File: src/rtl/gcd_pkg.sv
// rtl/gcd_pkg.sv - shared state encodings, mux selects and output decode for the GCD control unit
package gcd_pkg;

  typedef enum logic [2:0] {
    ST_IDLE = 3'd0,
    ST_LOAD = 3'd1,
    ST_CMP  = 3'd2,
    ST_SUBA = 3'd3,
    ST_SUBB = 3'd4,
    ST_DONE = 3'd5,
    ST_ERR  = 3'd6
  } state_e;

  localparam logic SEL_EXT  = 1'b0;
  localparam logic SEL_DIFF = 1'b1;

  typedef struct packed {
    logic aload;
    logic bload;
    logic asel;
    logic bsel;
    logic busy;
    logic done;
    logic err;
  } ctrl_t;

  // Moore decode; anything unlisted (IDLE, illegal codes) drives all zeros
  function automatic ctrl_t decode_ctrl(input state_e s);
    ctrl_t c;
    c = '0;
    case (s)
      ST_LOAD: begin
        c.aload = 1'b1;
        c.bload = 1'b1;
        c.asel  = SEL_EXT;
        c.bsel  = SEL_EXT;
        c.busy  = 1'b1;
      end
      ST_CMP:  c.busy = 1'b1;
      ST_SUBA: begin
        c.aload = 1'b1;
        c.asel  = SEL_DIFF;
        c.busy  = 1'b1;
      end
      ST_SUBB: begin
        c.bload = 1'b1;
        c.bsel  = SEL_DIFF;
        c.busy  = 1'b1;
      end
      ST_DONE: c.done = 1'b1;
      ST_ERR:  c.err  = 1'b1;
      default: c = '0;
    endcase
    return c;
  endfunction

endpackage

File: src/rtl/gcd_iter_cnt.sv
// rtl/gcd_iter_cnt.sv - saturating subtraction-step counter with clear and limit flag
module gcd_iter_cnt
  import gcd_pkg::*;
#(
  parameter int CNT_W   = 8,
  parameter int MAX_VAL = 255
) (
  input  logic             clk,
  input  logic             reset,
  input  logic             clr_i,
  input  logic             inc_i,
  output logic [CNT_W-1:0] cnt_o,
  output logic             at_max_o
);

  localparam logic [CNT_W-1:0] LIMIT = CNT_W'(MAX_VAL);

  logic [CNT_W-1:0] cnt_q, cnt_d;

  always_comb begin
    cnt_d = cnt_q;
    if (clr_i) begin
      cnt_d = '0;
    end else if (inc_i && (cnt_q != '1)) begin
      cnt_d = cnt_q + 1'b1;
    end
  end

  always_ff @(posedge clk or posedge reset) begin
    if (reset) begin
      cnt_q <= '0;
    end else begin
      cnt_q <= cnt_d;
    end
  end

  assign cnt_o    = cnt_q;
  assign at_max_o = (cnt_q == LIMIT);

endmodule

File: src/rtl/gcd_ctrl.sv
// rtl/gcd_ctrl.sv - FSM sequencing the subtract-compare GCD datapath with a go/done/err handshake
module gcd_ctrl
  import gcd_pkg::*;
#(
  parameter int CNT_W    = 8,
  parameter int MAX_ITER = 255
) (
  input  logic             clk,
  input  logic             reset,
  input  logic             go,
  input  logic             a_eq_b,
  input  logic             a_lt_b,
  input  logic             a_zero,
  input  logic             b_zero,
  output logic             Aload,
  output logic             Bload,
  output logic             Asel,
  output logic             Bsel,
  output logic             busy,
  output logic             done,
  output logic             err,
  output logic [CNT_W-1:0] iter_cnt
);

  state_e state_q, state_d;
  ctrl_t  ctrl_q;
  logic   at_max;

  always_comb begin
    state_d = state_q;
    case (state_q)
      ST_IDLE: if (go) state_d = ST_LOAD;
      ST_LOAD: state_d = ST_CMP;
      ST_CMP: begin
        if (a_zero || b_zero)  state_d = ST_ERR;
        else if (a_eq_b)       state_d = ST_DONE;
        else if (at_max)       state_d = ST_ERR;
        else if (a_lt_b)       state_d = ST_SUBB;
        else                   state_d = ST_SUBA;
      end
      ST_SUBA, ST_SUBB: state_d = ST_CMP;
      ST_DONE, ST_ERR: if (!go) state_d = ST_IDLE;
      default: state_d = ST_IDLE;
    endcase
  end

  // outputs are registered from the next state so they always match state_q
  always_ff @(posedge clk or posedge reset) begin
    if (reset) begin
      state_q <= ST_IDLE;
      ctrl_q  <= '0;
    end else begin
      state_q <= state_d;
      ctrl_q  <= decode_ctrl(state_d);
    end
  end

  gcd_iter_cnt #(
    .CNT_W  (CNT_W),
    .MAX_VAL(MAX_ITER)
  ) u_iter_cnt (
    .clk     (clk),
    .reset   (reset),
    .clr_i   (state_q == ST_LOAD),
    .inc_i   ((state_q == ST_SUBA) || (state_q == ST_SUBB)),
    .cnt_o   (iter_cnt),
    .at_max_o(at_max)
  );

  assign Aload = ctrl_q.aload;
  assign Bload = ctrl_q.bload;
  assign Asel  = ctrl_q.asel;
  assign Bsel  = ctrl_q.bsel;
  assign busy  = ctrl_q.busy;
  assign done  = ctrl_q.done;
  assign err   = ctrl_q.err;

endmodule

File: config.mk
export PLATFORM = sky130hd
export DESIGN_NAME = gcd_ctrl
export DESIGN_NICKNAME = d
export VERILOG_FILES = /design/src/rtl/gcd_pkg.sv /design/src/rtl/gcd_iter_cnt.sv /design/src/rtl/gcd_ctrl.sv
export SDC_FILE = /design/constraint.sdc
export NUM_CORES = 1
export LEC_CHECK = 0
export CAP_MARGIN = 40
export CELL_PAD_IN_SITES_DETAIL_PLACEMENT = 1
export CELL_PAD_IN_SITES_GLOBAL_PLACEMENT = 1
export CORE_AREA = 10 10 57 77
export DETAILED_ROUTE_END_ITERATION = 16
export DIE_AREA = 0 0 67 87
export GPL_TIMING_DRIVEN = 0
export PLACE_DENSITY_LB_ADDON = 0.1
export SLEW_MARGIN = 20
export SYNTH_ARGS = -nofsm -noshare
export SYNTH_HDL_FRONTEND = slang
export SYNTH_HIERARCHICAL = 1
export SYNTH_SLANG_ARGS = --single-unit
File: constraint.sdc
create_clock -name clk -period 2.6 [get_ports clk]
set_input_delay 0.78 -clock clk [delete_from_list [all_inputs] [get_ports clk]]
set_output_delay 0.78 -clock clk [all_outputs]
set_load 0.005 [all_outputs]
==> metrics.md <==
| Metric | Value |
|---|---|
| Status | `finished clean` |
| Tightest Pin Transition | `435 ps` |
| Setup total negative slack | `0 ps` |
| DR WL/cell | `15.9 µm` |
| Die area | `5830 µm²` |
| Chip width | `67 µm` |
| Syn_area_per_cell | `10.5 µm²` |
| Vias per cell | `5.09` |
| Initial core utilization | `33.0%` |
| H-Tree Depth | `1` |
| Total core area | `3030 µm²` |
| Post-Synthesis Cells | `95` |
| Largest net degree at the start of global routing | `11` |
| Top_reg_cell synth | `dfrtp_1` |
| Final Skew | `7.07 ps` |
| Vias | `810` |
| Clock transition at path regs | `70 ps` |
| Leakage | `0.000574 µW` |
| CTS Buffer Depth | `2` |
| First-pass GRT wire length | `4130 µm` |
| Synth warn | `6` |
| R2R depth | `9` |
| Worst Hold Path Cells | `1` |
| Relative slew slack | `70.7%` |
| Total CTS buffers | `3` |
| P&R area growth vs syn | `31.4%` |
| Hold buffers post-CTS | `0` |
| Die extent in y | `87 µm` |
| Clk_lat worst skew | `260 ps` |
| Row Count | `24` |
| DP HPWL | `2020 µm` |
| Finish-stage setup viols | `0` |
| Crit Path Max Fanout | `7` |
| Max Clk Rate | `0.439 GHz` |
| Final Hold Violating Endpoints | `0` |
| Post-synth EDFFs | `0` |
| CTS resizes | `0` |
| Max-Cap Viols | `0` |
| Area of placed instances | `1260 µm²` |
| Post-synthesis net count | `103` |
| R2R Path Start | `u_iter_cnt/cnt_o[0]$_DFFE_PP0P_` |
| Residual DRC | `0` |
| Ports | `22` |
| R2r endpoint | `Bload$_DFF_PP0_` |
| Worst vdd ir | `0.000551 V` |
| Root Buffer | `clkbuf_8` |
| Post CTS Setup Buffer Count | `0` |
| Layout cells sized above 1 | `15.8%` |
| Min-Delay Endpoint | `u_iter_cnt/cnt_o[5]$_DFFE_PP0P_` |
| Min-Delay Path Class | `reg2reg` |
| Hold Crit Start | `u_iter_cnt/cnt_o[5]$_DFFE_PP0P_` |
| Synth unique cells | `42` |
| GP Congestion | `0.771` |
| Arrival time at the worst endpoint | `2470 ps` |
| Crit Path Class | `reg2reg` |
| Final critical-path share of the clock period | `87.6%` |
| PortBufs | `21` |
| Post-route ant nets | `0` |
| Mapped Area | `1000 µm²` |
| GR Util All Layers | `9.10%` |
| #FFs+latches synth | `18` |
| Number of global-route vias before repair | `914` |
| Crit. End Element | `register` |
| TritonCTS clock tree | `yes` |
| Filler cells | `348` |
| Fin crit period | `2280 ps` |
| Max Slew Vio Count | `0` |
| Initial DRC count | `15` |
| Final std cell area, no fill | `1310 µm²` |
| Drt first pass iters | `4` |
| Worst path required time | `2790 ps` |
| NumNets Final | `129` |
| Total power | `1430 µW` |
| Initial antenna violation count | `0` |
| Sequential area share after synthesis | `45.1%` |
| RSZ-0062 raised after global routing | `no` |
| Flop-to-flop setup slack | `320 ps` |
| Routed Wire Length | `2520 µm` |
| Finished Core Util | `43.3%` |
| Clock sink count | `18` |
| CP Launch Type | `register` |
| Async set or reset register ratio after synthesis | `100%` |
| Overflow after GRT | `0` |
| ANT cells | `0` |
| Power Density | `1090 nW/µm²` |
==> routing by layer <==
metal,routed length (µm),GRT usage (%),up-vias
met5,0,0,-
met4,32,3.37,0
met3,137,2.96,4
met2,1470,18.2,12
met1,880,7.80,409
li1,-,-,385
==> state kept, by name (all words and copies together), names as in the netlist <==
name and count:
busy 1, done 1, Bload 1, Asel 1, Aload 1, state_q 3
u_iter_cnt/cnt_o 8, Bsel 1, err 1
==> Yosys cell counts (2+ instances only) <==
cell,count,area (µm²)
nand2_1,2,7.51
nand3_1,3,15.0
a31oi_1,2,12.5
nor3_1,5,25.0
and3_1,2,12.5
nor3b_1,4,30.0
a21oi_1,3,15.0
a211oi_1,2,15.0
inv_1,4,15.0
dfrtp_1,18,450
nand2b_1,2,12.5
nor2_1,8,30.0
xnor2_1,2,17.5
a41oi_1,2,17.5
buf_6,3,33.8
nor2b_1,6,37.5
nand4_1,2,12.5
==> worst max-delay path, stage by stage, from the launching register on <==
cell      delay, ps
dfrtp_1         420
ha_1            320
and3_1          180
buf_2           180
and2_2          180
o21bai_1         80
a32oi_2         350
inv_2           120
a211oi_4        210
a22o_1          170
==> power by group <==
group	switching, µW	internal (µW)
Clock	98.1	135
Sequential	81.9	378
Combinational	347	386
Total	527	899
==> logic make-up after synthesis <==
group | Yosys count | synth area share [%]
simple gates | 40 | 23.2
compound gates | 20 | 17.3
flops | 18 | 45.1
buf+inv | 10 | 7.01
xor+xnor | 3 | 2.63
mux | 3 | 3.63
fa+ha+maj | 1 | 1.25
==> area by class of cell <==
class	count	area, µm²	area share [%]
flip-flops and latches	18	450	34.3
plain buffers	5	51.3	3.90
clock buffers	4	55.1	4.19
inverters	5	18.8	1.43
well taps	39	48.8	3.71
repair buffers	21	210	16.0
multi-input cells	67	479	36.5
==> through the flow <==
step	cells	hold slack [ps]	setup slack (ps)
floorplan	95	509	537
global placement	155	527	226
detailed placement	155	545	218
CTS	159	555	282
global route	159	588	96.2
finish	159	542	324
==> layout by cell type (no fill, tap or decap), types with 2 or more instances in the layout <==
cell and count:
nand2b_1 2, nor2b_1 6, xnor2_1 2, buf_6 3, a211oi_1 2, a31oi_1 2, nand4_1 2, nor3b_1 4
a41oi_1 2, and3_1 2, nand2_1 2, clkbuf_8 4, nand3_1 3, dfrtp_1 18, nor2_1 8, nor3_1 5
inv_1 4, clkdlybuf4s50_1 21, a21oi_1 3
==> worst max-delay path by stage <==
stage / cells past startpoint / startpoint / slack, ps / to
floorplan: 8 / u_iter_cnt/cnt_o[0]$_DFFE_PP0P_ / 540 / Bload$_DFF_PP0_
global placement: 6 / b_zero / 230 / Bload$_DFF_PP0_
detailed placement: 6 / b_zero / 220 / Bload$_DFF_PP0_
CTS: 8 / u_iter_cnt/cnt_o[0]$_DFFE_PP0P_ / 280 / Asel$_DFF_PP0_
global route: 8 / u_iter_cnt/cnt_o[0]$_DFFE_PP0P_ / 100 / Asel$_DFF_PP0_
finish: 9 / u_iter_cnt/cnt_o[0]$_DFFE_PP0P_ / 320 / Bload$_DFF_PP0_
Power figures use the tool's default switching activity.
